$ cat config.mk
export PLATFORM = sky130hd
export DESIGN_NAME = cdc_2phase_rr_arb_flat
export DESIGN_NICKNAME = d
export VERILOG_FILES = /design/src/rtl/cdc_2phase_rr_arb_if.sv /design/src/rtl/cdc_2phase_rr_arb.sv /design/src/flat_wrapper.sv
export SDC_FILE = /design/constraint.sdc
export NUM_CORES = 1
export LEC_CHECK = 0
export ABC_AREA = 1
export ABC_CLOCK_PERIOD_IN_PS = 2540
export BUFFER_PORTS_ARGS = -buffer_cell sky130_fd_sc_hd__buf_4
export CAP_MARGIN = 20
export CORE_MARGIN = 2
export CORE_UTILIZATION = 46
export CTS_CLUSTER_SIZE = 30
export DETAILED_ROUTE_END_ITERATION = 7
export PLACE_DENSITY = 0.81
export SLEW_MARGIN = 10
export SYNTH_ARGS = -nofsm -noshare
export SYNTH_HDL_FRONTEND = slang
export SYNTH_SLANG_ARGS = --single-unit
$ cat constraint.sdc
create_clock -name clk_i -period 2.54 [get_ports clk_i]
set_input_delay 0.127 -clock clk_i [delete_from_list [all_inputs] [get_ports clk_i]]
set_output_delay 0.127 -clock clk_i [all_outputs]
set_load 0.01 [all_outputs]
$ cat src/rtl/cdc_2phase_rr_arb_if.sv
// Handshake bundle between NumIn same-domain requesters, the round-robin arbiter
// and the single registered output that feeds a cdc_2phase source port.
interface cdc_2phase_rr_arb_if #(
    parameter int unsigned NumIn = 4,
    parameter type         T     = logic,
    parameter int unsigned IdxW  = (NumIn > 1) ? $clog2(NumIn) : 1
);
    T                  inp_data_i [NumIn];
    logic [NumIn-1:0]  inp_valid_i;
    logic [NumIn-1:0]  inp_ready_o;
    T                  oup_data_o;
    logic [IdxW-1:0]   oup_idx_o;
    logic              oup_valid_o;
    logic              oup_ready_i;

    modport slave (
        input  inp_data_i, inp_valid_i, oup_ready_i,
        output inp_ready_o, oup_data_o, oup_idx_o, oup_valid_o
    );

    modport master (
        output inp_data_i, inp_valid_i, oup_ready_i,
        input  inp_ready_o, oup_data_o, oup_idx_o, oup_valid_o
    );
endinterface

$ cat src/rtl/cdc_2phase_rr_arb.sv
// Round-robin arbiter sharing one registered valid/ready output (tagged with the
// requester index) among NumIn requesters; stalls in FULL while the CDC is busy.
module cdc_2phase_rr_arb #(
    parameter int unsigned NumIn = 4,
    parameter type         T     = logic,
    parameter int unsigned IdxW  = (NumIn > 1) ? $clog2(NumIn) : 1
) (
    input  logic                     clk_i,
    input  logic                     rst_ni,
    cdc_2phase_rr_arb_if.slave       bus
);

    typedef enum logic {
        S_EMPTY = 1'b0,
        S_FULL  = 1'b1
    } state_e;

    state_e           r_state, w_state_nxt;
    logic [IdxW-1:0]  r_idx,   w_idx_nxt;
    T                 r_data,  w_data_nxt;
    logic [IdxW-1:0]  r_prio,  w_prio_nxt;

    logic [IdxW-1:0]  w_gnt;
    logic             w_any_req;
    logic             w_can_load;
    logic [NumIn-1:0] w_inp_ready;

    assign w_any_req  = |bus.inp_valid_i;
    assign w_can_load = (r_state == S_EMPTY) || bus.oup_ready_i;

    // Scan offsets from the far end down so the candidate nearest r_prio wins.
    always_comb begin
        int unsigned w_sum;
        w_gnt = '0;
        w_sum = 0;
        for (int unsigned k = NumIn; k > 0; k--) begin
            w_sum = 32'(r_prio) + (k - 1);
            if (w_sum >= NumIn) w_sum = w_sum - NumIn;
            if (bus.inp_valid_i[IdxW'(w_sum)]) w_gnt = IdxW'(w_sum);
        end
    end

    // Reset gates the acknowledge so no requester sees ready while held in reset.
    always_comb begin
        w_inp_ready = '0;
        for (int unsigned i = 0; i < NumIn; i++) begin
            w_inp_ready[i] = rst_ni && w_any_req && w_can_load && (w_gnt == IdxW'(i));
        end
    end

    always_comb begin
        w_state_nxt = r_state;
        w_idx_nxt   = r_idx;
        w_data_nxt  = r_data;
        w_prio_nxt  = r_prio;
        if (w_any_req && w_can_load) begin
            w_state_nxt = S_FULL;
            w_idx_nxt   = w_gnt;
            w_data_nxt  = bus.inp_data_i[w_gnt];
            w_prio_nxt  = (w_gnt == IdxW'(NumIn - 1)) ? '0 : w_gnt + IdxW'(1);
        end else if ((r_state == S_FULL) && bus.oup_ready_i) begin
            w_state_nxt = S_EMPTY;
        end
    end

    always_ff @(posedge clk_i or negedge rst_ni) begin
        if (!rst_ni) begin
            r_state <= S_EMPTY;
            r_idx   <= '0;
            r_data  <= '0;
            r_prio  <= '0;
        end else begin
            r_state <= w_state_nxt;
            r_idx   <= w_idx_nxt;
            r_data  <= w_data_nxt;
            r_prio  <= w_prio_nxt;
        end
    end

    assign bus.inp_ready_o = w_inp_ready;
    assign bus.oup_valid_o = (r_state == S_FULL);
    assign bus.oup_idx_o   = r_idx;
    assign bus.oup_data_o  = r_data;

endmodule

$ cat src/flat_wrapper.sv
// flat-port wrapper written by rule: the top's interface ports become plain ports
module cdc_2phase_rr_arb_flat 
#(
    parameter int unsigned NumIn = 4,
    parameter type         T     = logic,
    parameter int unsigned IdxW  = (NumIn > 1) ? $clog2(NumIn) : 1
)
  (clk_i, rst_ni, bus_inp_data_i, bus_inp_valid_i, bus_oup_ready_i, bus_inp_ready_o, bus_oup_data_o, bus_oup_idx_o, bus_oup_valid_o);
  cdc_2phase_rr_arb_if #(.NumIn(NumIn), .T(T), .IdxW(IdxW)) bus_i ();
  input  logic clk_i;
  input  logic rst_ni;
  input wire logic [$bits(bus_i.inp_data_i)-1:0] bus_inp_data_i;
  input wire logic [$bits(bus_i.inp_valid_i)-1:0] bus_inp_valid_i;
  input wire logic [$bits(bus_i.oup_ready_i)-1:0] bus_oup_ready_i;
  output wire logic [$bits(bus_i.inp_ready_o)-1:0] bus_inp_ready_o;
  output wire logic [$bits(bus_i.oup_data_o)-1:0] bus_oup_data_o;
  output wire logic [$bits(bus_i.oup_idx_o)-1:0] bus_oup_idx_o;
  output wire logic [$bits(bus_i.oup_valid_o)-1:0] bus_oup_valid_o;
  assign bus_i.inp_data_i = {>>{bus_inp_data_i}};
  assign bus_i.inp_valid_i = bus_inp_valid_i;
  assign bus_i.oup_ready_i = bus_oup_ready_i;
  assign bus_inp_ready_o = bus_i.inp_ready_o;
  assign bus_oup_data_o = bus_i.oup_data_o;
  assign bus_oup_idx_o = bus_i.oup_idx_o;
  assign bus_oup_valid_o = bus_i.oup_valid_o;
  cdc_2phase_rr_arb #(.NumIn(NumIn), .T(T), .IdxW(IdxW)) u_core (.clk_i(clk_i), .rst_ni(rst_ni), .bus(bus_i));
endmodule
Word level (Yosys, flattened, before mapping)

Index checks and enable logic that the tools add are counted.
Widths: inputs -> output; s select.

$add $sub $neg: 8
Order comparisons: 9
Eq/ne operators: 3
Mux-type cells: 22
Bitwise operators: 2
Reduce and logical (&&, ||, !) cells: 12

Operators with widths:

| kind                | count |
|---|---|
| $mux 2              | 9 |
| $ge 3x3->1 const B  | 4 |
| $lt 2x3->1 const B  | 4 |
| $bmux 1 s2          | 5 |
| $logic_and 1x1->1   | 8 |
| $mux 1              | 8 |
| $sub 2x1->2 const B | 4 |
| $add 2x2->3 const B | 2 |
| $eq 2x2->1 const B  | 2 |
| $reduce_or 4->1     | 1 |
| $add 2x1->3 const B | 1 |
| $ge 2x3->1 const B  | 1 |
| $not 2->3           | 1 |
| $add 2x1->2 const B | 1 |
| $eq 2x1->1 const B  | 1 |
| $logic_not 2->1     | 1 |
| $reduce_bool 2->1   | 1 |
| $logic_or 1x1->1    | 1 |
| $not 1->1           | 1 |

Flip-flop bits (word level): 6
Word-level logic and storage cells: 60

Longest topological paths before layout

Gate-level depths: netlist of run 1.

Depth in word-level cells: 13
Gate-level depth with buffers: 14
Mapped depth without buffers: 13

Least setup slack after synthesis of run 1

No wires, ideal clock.

Path kind: reg2out
Start point: reg u_core.r_prio[0]
End point: out bus_inp_ready_o[2]
Data arrival time: 1441 ps
Setup slack: 972 ps
Stages on the path, launching flop included: 14
Cells stage by stage: dfrtp_1 buf_6 inv_4 nand2_1 nor2_2 nor2_4 nand3_2 nand2_2 nand2_4 nand2_4 inv_1 ha_1 inv_1 nor2_1

Longest elaborated chain between the ends: 11
Elaborated cells on any way between the ends: 29
Classes of those cells: 7 x add/sub; 4 x order compare; 1 x eq/ne; 16 x mux; 1 x reduce/logical

Ends and longest elaborated chain:

| item                                      | RTL line                | RTL |
|---|---|---|
| start, declared                           | cdc_2phase_rr_arb.sv:21 | `logic [IdxW-1:0] r_prio, w_prio_nxt;` |
| start signal, assigned                    | cdc_2phase_rr_arb.sv:76 | `r_prio <= w_prio_nxt;` |
| $add 2x2->3                               | cdc_2phase_rr_arb.sv:37 | `w_sum = 32'(r_prio) + (k - 1);` |
| $ge 3x3->1 or $sub 2x1->2 (tied branches) | cdc_2phase_rr_arb.sv:38 | `if (w_sum >= NumIn) w_sum = w_sum - NumIn;` |
| $mux 2                                    | cdc_2phase_rr_arb.sv:38 |  |
| $bmux 1 s2                                | cdc_2phase_rr_arb.sv:39 | `if (bus.inp_valid_i[IdxW'(w_sum)]) w_gnt = IdxW'(w_sum);` |
| $mux 1 (not written as such)              | cdc_2phase_rr_arb.sv:39 |  |
| $mux 2 (3 in a row)                       | cdc_2phase_rr_arb.sv:39 |  |
| $mux 2 *                                  | cdc_2phase_rr_arb.sv:39 |  |
| via u_core.w_gnt[0]                       | cdc_2phase_rr_arb.sv:23 | `logic [IdxW-1:0] w_gnt;` |
| $eq 2x2->1 *                              | cdc_2phase_rr_arb.sv:47 | `w_inp_ready[i] = rst_ni && w_any_req && w_can_load && (w_gnt == IdxW'(i));` |
| $logic_and 1x1->1 *                       | cdc_2phase_rr_arb.sv:47 |  |
| end, declared                             | flat_wrapper.sv:15      | `output wire logic [$bits(bus_i.inp_ready_o)-1:0] bus_inp_ready_o;` |

Mark *: on every way through the listed nets, which the timed path passes. The rest lies on a longest branch. The select of a mux whose other input is x is not followed.

Worst setup path after layout of run 1

Same ends and word-level chain as after synthesis.

==> results of run 1 <==
[flip-flops by register name, summed over array words and instances, names as in the netlist]
| register | count |
|---|---|
| u_core.bus.oup_data_o | 1 |
| u_core.bus.oup_idx_o | 2 |
| u_core.bus.oup_valid_o | 1 |
| u_core.r_prio | 2 |
[area by class of cell]
cell class | instances | area (um^2) | area share (%)
Multi-Input combinational cell | 65 | 370.4 | 47.44
Sequential cell | 6 | 150.1 | 19.23
Timing Repair Buffer | 19 | 145.1 | 18.59
Inverter | 19 | 73.82 | 9.455
Clock buffer | 3 | 22.52 | 2.885
Tap cell | 15 | 18.77 | 2.404
[worst register-to-register path, stage by stage (launching register included)]
cell and delay, ns:
dfrtp_1 0.56, inv_4 0.08, nand2_1 0.12, nand3_1 0.09
a21boi_2 0.17, a31oi_2 0.22, ha_1 0.27, nand2_1 0.06
o21ai_0 0.07
[placed cells by master, fill, tap and decap left out, drive strengths merged]
cell         instances
a21boi               1
a21oi                1
a31oi                1
buf                 18
clkbuf               3
dfrtp                6
dlygate4sd3          1
ha                   4
inv                 19
nand2               27
nand2b               1
nand3               11
nand3b               1
nor2                12
nor4                 1
o21ai                4
o21bai               1
[power groups by stage]
stage | clock network [uW] | logic (uW) | registers (uW)
6_report | 85.3 | 672 | 187
4_1_cts | 90.1 | 678 | 188
2_1_floorplan | 0 | 536 | 175
5_1_grt | 94.0 | 759 | 195
3_5_place_dp | 0 | 673 | 189
3_3_place_gp | 0 | 655 | 189
[worst paths after layout]
path                                       startpoint                endpoint  slack, ns  depth (start not counted)
worst min register to register  u_core.bus.oup_data_o   u_core.bus.oup_data_o       0.49                          2
max in group asynchronous                      rst_ni   u_core.bus.oup_data_o       2.19                          2
worst min-delay path                  bus_oup_ready_i  u_core.bus.oup_valid_o       0.07                          2
worst max-delay path                 u_core.r_prio[0]      bus_inp_ready_o[2]       0.44                         13
worst max register to register       u_core.r_prio[0]        u_core.r_prio[1]       0.75                          8
min in group asynchronous                      rst_ni        u_core.r_prio[0]       0.23                          2
[kinds of logic after synthesis]
logic type | count (synthesis)
buffers and inverters | 20
adders and majority gates | 4
DFF | 6
and+or+nand+nor | 53
AOI/OAI and AO/OA | 8
[stage by stage]
stage	cell area [um^2]	total power [uW]	util, %	hold WS (ns)	instances
global placement	748.2	843.6	58.97	-0.06053	123
CTS	780.7	956.0	61.54	0.06713	127
detailed placement	748.2	861.9	58.97	-0.05842	123
floorplan	605.6	710.2	-	-0.1686	91
finish	780.7	944.7	61.54	0.07374	127
global route	780.7	1048	61.54	0.07769	127
[synthesized netlist by cell type]
| cell type | number | share of area (%) |
|---|---|---|
| nand2_1 | 24 | 15 |
| inv_1 | 17 | 11 |
| a31oi_2 | 1 | 2.1 |
| nand3b_1 | 1 | 1.2 |
| nand2_4 | 2 | 3.7 |
| nor4_1 | 1 | 1.0 |
| ha_1 | 4 | 8.3 |
| a21boi_2 | 1 | 1.9 |
| o21bai_1 | 1 | 1.2 |
| inv_2 | 1 | 0.62 |
| o21ai_0 | 3 | 2.5 |
| dfrtp_1 | 6 | 25 |
| o21ai_1 | 1 | 0.83 |
| nor2_2 | 2 | 2.1 |
| nand3_2 | 2 | 3.3 |
| buf_6 | 1 | 1.9 |
| nor2_1 | 9 | 5.6 |
| nand2b_2 | 1 | 1.4 |
| inv_4 | 1 | 1.0 |
| nand3_1 | 9 | 7.4 |
| a21oi_1 | 1 | 0.83 |
| nor2_4 | 1 | 1.9 |
| nand2_2 | 1 | 1.0 |
[metal layers]
layer	track usage (%)	wire, um	up-vias
li1	-	-	324
met1	20.48	521	244
met2	31.05	568	13
met3	1.667	42	4
met4	12.50	28	0
met5	0	0	-
==> run_results.csv, run 1 <==
group,metric,value,unit
pwr,p_switching,476.8,uW
setup_path,critPathTopFamily,"simple AND/OR/NAND/NOR gates",
timing,maxSlewViolCount,0,
clock_network,cts.sinks,6,
drt,viasPerCell,4.606,
clock_network,cts_buffer_depth,2,
run,maxCapViolations,0,
clock_network,cts_repair_resize_count,0,
setup_path,crit_path_start_kind,"flip-flop",
pwr,total_leakage_power,0.0004474,uW
drt,ant_nets,0,
floorplan,top_level_ports,19,
timing,finalHoldViolCount,0,
pwr,ir_worst_vdd,0.6565,mV
place,portBuffers,18,
timing,period_needed,2.100,ns
clock_network,cts_hold_buffers,1,
setup_path,cp_data_required_time,2.41,ns
floorplan,start_util,47.73,%
setup_path,path_cells,"inv_4 > nand2_1 > nand3_1 > nand2_1 > nand3_2 > nand2_2 > nand2_4 > nand2_4 > inv_1 > ha_1 > inv_1 > nor2_1 > buf_4",
cells_and_area,n_antenna_cell,0,
clock_network,postCtsSetupBuffers,0,
floorplan,die-area,1623,um^2
clock_network,cts_buffers,3,
setup_path,critPathSlowestCell,"dfrtp_1",
setup_path,crit_path_end_kind,"output port",
pwr,p_int,467.9,uW
floorplan,rows,13,
timing,grt_setup_unrepaired,"false",
floorplan,die_y,40.29,um
logic_synthesis,netlist_area,605.6,um^2
min_path,hold_path.class,"primary input to flip-flop",
drt,first_pass_iters,4,
setup_path,crit_buf_inv,4,
logic_synthesis,postSynthCellCount,91,
logic_synthesis,yosysSeqAreaShare,24.79,%
grt,grt_pass1_wl,1911,um
drt,drt_iter0_markers,6,
logic_synthesis,yosysUniqueCellTypes,23,
cells_and_area,drive_gt1_share,30.36,%
clock_network,worstSkewPairLatency,0.24,ns
logic_synthesis,muxShareOfSynthArea,0,%
clock_network,h-tree-depth,1,
cells_and_area,fillers,124,
setup_path,worst-path-max-fanout,9,
floorplan,chipWidth,40.29,um
pwr,p_per_area,1210,nW/um^2
clock_network,cts_tree,"built",
timing,setup_viol,0,
place,dp_hpwl,981.6,um
drt,drcViolationCount,0,
logic_synthesis,synth-simple-area-share,43.60,%
logic_synthesis,avgSynthCellArea,6.655,um^2
timing,tightest_slew,0.3994,ns
timing,clock.fmax,476.1,MHz
grt,antenna_found_initial,0,
timing,post-route-period-util,82.69,%
drt,wl_per_cell,9.134,um
cells_and_area,areaGrowthSynthToFinish,28.93,%
place,routabilityCongestion,0.7753,
floorplan,core_area,1269,um^2
grt,overflow,0,
logic_synthesis,yosysWarningCount,0,
grt,grt_pass1_vias,500,
drt,wl,1160,um
pwr,clkPwrFrac,9.0,%
timing,slew_headroom,73.27,%
status,status,"completed",
timing,fin_skew,0.001079,ns
logic_synthesis,synth_compound_area_share,9.298,%
pwr,switching_share,50.47,%
setup_path,crit_type,"flip-flop to output port",
clock_network,cts-root-buf,"clkbuf_4",
logic_synthesis,synthAdderAreaFrac,8.264,%
logic_synthesis,synth_top_family_by_area,"simple AND/OR/NAND/NOR gates",
clock_network,path_clk_slew,0.04,ns
logic_synthesis,synth_nets,106,
grt,track_usage,17.92,%
setup_path,cp.arrival,1.97,ns
timing,setup_tns,0,ns
grt,grt_max_degree,10,
cells_and_area,nets,129,
drt,num_vias,585,
pwr,p_comb_share,71.2,%
logic_synthesis,ys_ff_latch,6,
setup_path,cpPeakStageDelay,0.56,ns
logic_synthesis,synthXorXnorAreaFrac,0,%
timing,setup_slack,0.4396,ns
pwr,seqPwrFrac,19.8,%
place,pre_cts_slack,0.6898,ns
(Power assumes the default switching activity.)
==> run 2: changes to the inputs <==
ABC_AREA = 0   (was 1)
ABC_CLOCK_PERIOD_IN_PS = 1800   (was 2540)
CORE_AREA = 2 2 39 41   (was not set)
CORE_MARGIN = not set   (was 2)
CORE_UTILIZATION = not set   (was 46)
DIE_AREA = 0 0 41 43   (was not set)
PLACE_DENSITY = 0.7   (was 0.81)
clock period = 1.8 ns   (was 2.54 ns; I/O delays follow)
==> run 2 against run 1 <==
Clock skew up 0.0010 ns. Cell count is 29% lower. Combinational power fell by 42%. Die area grew 8.6%. Sequential power increased by 12%. Power down 23%. Global-route usage shrank 4.2 points. Sequential cell count stayed put. Critical path type unchanged. Critical endpoint is now bus_inp_ready_o[3].
==> run_results.csv, run 2 <==
group,metric,value,unit
grt,track_usage,13.68,%
cells_and_area,final_cells,90,
logic_synthesis,synthFlopType,"dfrtp_1",
clock_network,path_clk_slew,0.04,ns
setup_path,critPathSlowestCell,"dfrtp_2",
pwr,p_comb_share,53.7,%
logic_synthesis,yosysUniqueCellTypes,19,
logic_synthesis,ys_ff_latch,6,
cells_and_area,nets,91,
place,dp.cells,82,
floorplan,chipWidth,41,um
logic_synthesis,synth_top_area_share,33.61,%
grt,overflow,0,
setup_path,cp.arrival,1.68,ns
pwr,total_leakage_power,0.0003522,uW
clock_network,cts_buffer_depth,2,
timing,period_needed,1.768,ns
drt,viasPerCell,4.878,
logic_synthesis,avgSynthCellArea,9.306,um^2
cells_and_area,post-route-util,53.80,%
min_path,hold_path.class,"primary input to flip-flop",
cells_and_area,mostFrequentLayoutCells,"buf_4, nand2_1, dfrtp_1, a21oi_1",
place,dp_hpwl,766,um
grt,grt_max_degree,11,
pwr,power,725.1,uW
clock_network,worstSkewPairLatency,0.24,ns
clock_network,h-tree-depth,1,
drt,wl_per_cell,12.19,um
timing,slew_headroom,58.74,%
logic_synthesis,netlist_area,446.7,um^2
floorplan,start_util,32.28,%
logic_synthesis,synth.top_cells.by_area,"dfrtp_1, ha_1, a2111oi_4, nand2_1, a21oi_1",
logic_synthesis,synth_top_cell_by_area,"dfrtp_1",
grt,antenna_found_initial,0,
timing,setup_viol,0,
floorplan,die_y,43,um
grt,grt_pass1_vias,416,
logic_synthesis,yosysSeqAreaShare,33.61,%
cells_and_area,drive_gt1_share,54.05,%
pwr,switching_share,36.87,%
setup_path,cp_data_required_time,1.71,ns
drt,num_vias,439,
timing,maxSlewViolCount,0,
cells_and_area,n_antenna_cell,0,
clock_network,cts_buffers,3,
place,portBuffers,18,
timing,clock.fmax,565.5,MHz
pwr,p_int,457.7,uW
status,status,"completed",
setup_path,cpPeakStageDelay,0.41,ns
logic_synthesis,synth_commonest_cells,"nand2_1, dfrtp_1, a21oi_1",
clock_network,cts_tree,"built",
logic_synthesis,synth.most_common_cell,"nand2_1",
timing,finalHoldViolCount,0,
setup_path,cp_common_cell,"buf_4",
timing,post-route-period-util,98.25,%
logic_synthesis,yosysWarningCount,0,
floorplan,top_level_ports,19,
cells_and_area,areaGrowthSynthToFinish,66.67,%
drt,wl,1097,um
floorplan,core_area,1384,um^2
pwr,ir_worst_vdd,0.6872,mV
timing,tightest_slew,0.6188,ns
setup_path,crit_path_end_kind,"output port",
clock_network,cts.sinks,6,
clock_network,cts-root-buf,"clkbuf_4",
setup_path,crit_type,"flip-flop to output port",
drt,drt_iter0_markers,3,
floorplan,die-area,1763,um^2
timing,fin_skew,0.002116,ns
drt,first_pass_iters,4,
drt,ant_nets,0,
setup_path,crit_path_start_kind,"flip-flop",
timing,grt_setup_unrepaired,"true",
logic_synthesis,postSynthCellCount,48,
run,maxCapViolations,0,
logic_synthesis,async_flop_share,100.0,%
logic_synthesis,synth_nets,63,
pwr,p_switching,267.3,uW
setup_path,worst-path-max-fanout,5,
pwr,seqPwrFrac,28.8,%
floorplan,rows,14,
logic_synthesis,synth-edff-count,0,
pwr,p_per_area,974.0,nW/um^2
pwr,clkPwrFrac,17.5,%
grt,grt_pass1_wl,1593,um
setup_path,path_cells,"buf_4 > nand2_1 > a21o_1 > and2_4 > ha_1 > and3_1 > buf_4",
drt,drcViolationCount,0,
place,routabilityCongestion,0.7339,
cells_and_area,final_common_cell,"buf_4",
## run 2: cell types whose count changed after synthesis, sizes merged, moves of 2 or more
cell   previous run  this run
a21o              0         3
a21oi             1         5
and3              0         4
inv              19         4
mux2i             0         2
nand2            27         7
nand3            11         0
nor2             12         3
o21ai             4         1
## run 2: power by group through the flow
stage | combinational [uW] | sequential, uW | clock, uW
floorplan | 167 | 212 | 0
global placement | 261 | 206 | 0
detailed placement | 268 | 207 | 0
CTS | 319 | 203 | 133
global route | 427 | 213 | 136
finish | 389 | 209 | 127
## run 2: cell families (layout without fill, tap and decap cells)
family	Yosys count	count (layout)	share of synthesized area, %
flops	6	6	33.61
fa+ha+maj	4	4	11.20
buf+inv	5	31	5.881
mux	2	2	4.482
compound gates	14	14	26.33
simple gates	17	17	18.49
## run 2: repair_timing
action / in CTS / in global routing
resized for setup: 2 / 18
pin swaps: 2 / 8
endpoints found under the hold margin: 6 / 0
endpoints found under the setup margin: 4 / 4
setup buffers: 3 / 1
hold buffers: 1 / 0
## run 2: critical path, delay by kind of cell, from the launching register on
kind	cells	cell delay (ns)
AOI/OAI and AO/OA	1	0.18
adders and majority gates	1	0.20
buffers and inverters	2	0.27
DFF	1	0.41
and+or+nand+nor	3	0.38
## run 2: per-stage QoR
step                area (um^2)  setup WS [ns]  hold WS [ns]   TNS, ns
floorplan                 446.7         0.3171       -0.2056         0
global placement          598.1         0.2192      -0.08955         0
detailed placement        598.1         0.1550      -0.08903         0
CTS                       655.6       0.004631        0.1000         0
global route              744.5       -0.03731        0.1199  -0.09090
finish                    744.5        0.03158        0.1048         0
## run 2: worst paths after layout
path	startpoint	depth (start not counted)	to	slack, ns
worst min register to register	u_core.bus.oup_idx_o[1]	1	u_core.bus.oup_idx_o[1]	0.49
max in group asynchronous	rst_ni	2	u_core.r_prio[1]	1.45
worst min-delay path	bus_inp_valid_i[2]	3	u_core.bus.oup_valid_o	0.10
worst max-delay path	u_core.r_prio[1]	7	bus_inp_ready_o[3]	0.03
worst max register to register	u_core.r_prio[1]	7	u_core.bus.oup_data_o	0.16
min in group asynchronous	rst_ni	2	u_core.bus.oup_data_o	0.21
## run 2: area by class of cell
class,count,area [um^2]
clock buffer,3,22.52
tap,16,20.02
inverter,4,20.02
timing repair buffer,24,193.9
fill,142,639.4
multi-input combinational,37,336.6
sequential,6,151.4
## run 2: layer usage
layer	vias to the layer above	part of all wire, %	track usage (%)
met5	-	0	0
met4	0	0	4.000
met3	0	8.1	6.806
met2	15	50	21.56
met1	205	42	15.56
li1	219	-	-
==> run 3: changes to the inputs <==
BUFFER_PORTS_ARGS = not set   (was -buffer_cell sky130_fd_sc_hd__buf_4)
DONT_BUFFER_PORTS = 1   (was not set)
PLACE_DENSITY = 0.57   (was 0.7)
==> run 3 against run 2 <==
Register-to-register slack gained 0.05 ns. Power shrank 22%. Die area unchanged. Fmax grew 3.7%. Non-clock buffer count fell by 21. Cell count shrank 23%. Clock-buffer cell count did not move. Via count decreased by 18%. Global-route usage is essentially flat. Routed wire length decreased by 9.5%.
==> run_results.csv, run 3 (same netlist as run 2, synthesis figures left out) <==
group,metric,value,unit
setup_path,crit_path_end_kind,"output port",
clock_network,cts_buffers,3,
clock_network,cts-root-buf,"clkbuf_4",
clock_network,cts_tree,"built",
floorplan,start_util,32.28,%
drt,viasPerCell,5.203,
min_path,hold_path_end,"u_core.bus.oup_valid_o",
grt,overflow,0,
floorplan,core_area,1384,um^2
clock_network,path_clk_slew,0.05,ns
floorplan,die_y,43,um
setup_path,ff2ff_path_depth,6,
cells_and_area,final_cells,69,
place,dp.cells,63,
min_path,min-delay-start,"bus_inp_valid_i[1]",
pwr,total_leakage_power,0.0002526,uW
cells_and_area,n_antenna_cell,0,
grt,grt_pass1_wl,1580,um
drt,wl_per_cell,14.39,um
min_path,hold_path.class,"primary input to flip-flop",
timing,clock.fmax,586.2,MHz
timing,grt_setup_unrepaired,"false",
timing,whs,0.0009349,ns
drt,num_vias,359,
timing,maxSlewViolCount,0,
setup_path,critPathSlowestCell,"dfrtp_2",
place,dp_hpwl,752.8,um
run,maxCapViolations,0,
cells_and_area,post-route-util,37.25,%
pwr,ir_worst_vdd,0.5737,mV
cells_and_area,multiInputGateArea,281.5,um^2
setup_path,worst-path-max-fanout,6,
grt,track_usage,13.64,%
clock_network,cts.sinks,6,
clock_network,h-tree-depth,1,
cells_and_area,ff_latch_area,151.4,um^2
setup_path,cp_data_required_time,1.71,ns
floorplan,top_level_ports,19,
timing,setup_tns,0,ns
drt,first_pass_iters,2,
cells_and_area,fillers,148,
min_path,hold_path_depth,2,
drt,wl,993,um
grt,antenna_found_initial,0,
cells_and_area,final_common_cell,"nand2_1",
floorplan,chipWidth,41,um
drt,ant_nets,0,
place,routabilityCongestion,0.7020,
timing,finalHoldViolCount,0,
setup_path,cpPeakStageDelay,0.42,ns
grt,grt_pass1_vias,402,
timing,slew_headroom,61.11,%
drt,drt_iter0_markers,2,
cells_and_area,mostFrequentLayoutCells,"nand2_1, dfrtp_1, a21oi_1, and3_1, ha_1",
setup_path,reg2reg_from,"u_core.r_prio[1]",
clock_network,worstSkewPairLatency,0.25,ns
setup_path,setup.reg_to_reg.worst_slack,0.21,ns
timing,period_needed,1.706,ns
floorplan,die-area,1763,um^2
place,portBuffers,0,
setup_path,path_cells,"a21oi_1 > o21a_1 > o22a_2 > inv_2 > ha_1 > and3_1",
timing,fin_skew,0.002949,ns
setup_path,timing.rr.end,"u_core.bus.oup_data_o",
cells_and_area,areaGrowthSynthToFinish,15.41,%
pwr,p_per_area,1102,nW/um^2
timing,post-route-period-util,94.78,%
drt,drcViolationCount,0,
floorplan,rows,14,
status,status,"completed",
setup_path,cp.arrival,1.62,ns
timing,setup_viol,0,
grt,grt_max_degree,9,
setup_path,crit_path_start_kind,"flip-flop",
cells_and_area,drive_gt1_share,24.53,%
cells_and_area,nets,70,
clock_network,cts_buffer_depth,2,
setup_path,crit_type,"flip-flop to output port",
timing,tightest_slew,0.5833,ns
==> run 3: cell types whose count changed in the layout (fill, tap and decap cells not counted), moves of 2 or more <==
cell	previous run	this run
buf_4	20	2
and3_1	1	4
and3_4	3	0
buf_6	3	0
ha_1	1	4
ha_4	3	0
inv_4	2	0
==> run 3: layout make-up <==
cell class,instances,share of cell area [%]
clock buffer,3,4.369
inverter,4,2.913
timing repair buffer,3,4.854
sequential,6,29.37
tap,16,3.883
multi-input combinational,37,54.61
==> run 3: power by group <==
part / internal (uW) / leakage [uW] / switching [uW]
Sequential: 174 / 0.0000668 / 49.8
Combinational: 104 / 0.000172 / 112
Clock: 75.7 / 0.0000138 / 53.2
==> run 3: worst max-delay path by stage <==
stage                     startpoint                     to  slack (ns)  depth (start not counted)
finish              u_core.r_prio[1]     bus_inp_ready_o[1]        0.09                          6
detailed placement  u_core.r_prio[1]     bus_inp_ready_o[2]        0.12                          6
global placement    u_core.r_prio[1]     bus_inp_ready_o[2]        0.16                          6
CTS                 u_core.r_prio[1]     bus_inp_ready_o[2]        0.01                          6
floorplan           u_core.r_prio[1]  u_core.bus.oup_data_o        0.32                          6
global route        u_core.r_prio[1]     bus_inp_ready_o[1]      0.0004                          6
==> run 3: what timing repair did <==
action	in CTS	in global routing
resized for setup	2	4
hold buffers	1	0
setup buffers	0	2
pin swaps	0	2
gates cloned	0	0
endpoints found under the hold margin	6	0
setup endpoints to repair	4	4
==> run 3: through the flow <==
stage / total power [uW] / worst slack [ns] / area [um^2]
2_1_floorplan: 379.1 / 0.3171 / 446.7
3_3_place_gp: 395.7 / 0.1552 / 455.4
3_5_place_dp: 401.4 / 0.1232 / 455.4
4_1_cts: 543.1 / 0.01199 / 490.5
5_1_grt: 619.8 / 0.0004426 / 515.5
6_report: 568.3 / 0.09404 / 515.5
==> run 3: critical path, delay by kind of cell (launching register included) <==
| family | cells | cell delay [ns] |
|---|---|---|
| buf+inv | 1 | 0.09 |
| fa+ha+maj | 1 | 0.14 |
| flops | 1 | 0.42 |
| compound gates | 3 | 0.51 |
| simple gates | 1 | 0.21 |
==> run 3: per-layer routing <==
layer	vias up	wire (um)	global-route usage [%]	share of wire [%]
met5	-	0	0	0
met4	0	8	6.000	0.81
met3	2	74	5.759	7.5
met2	13	477	19.69	48
met1	166	434	17.05	44
li1	178	-	-	-
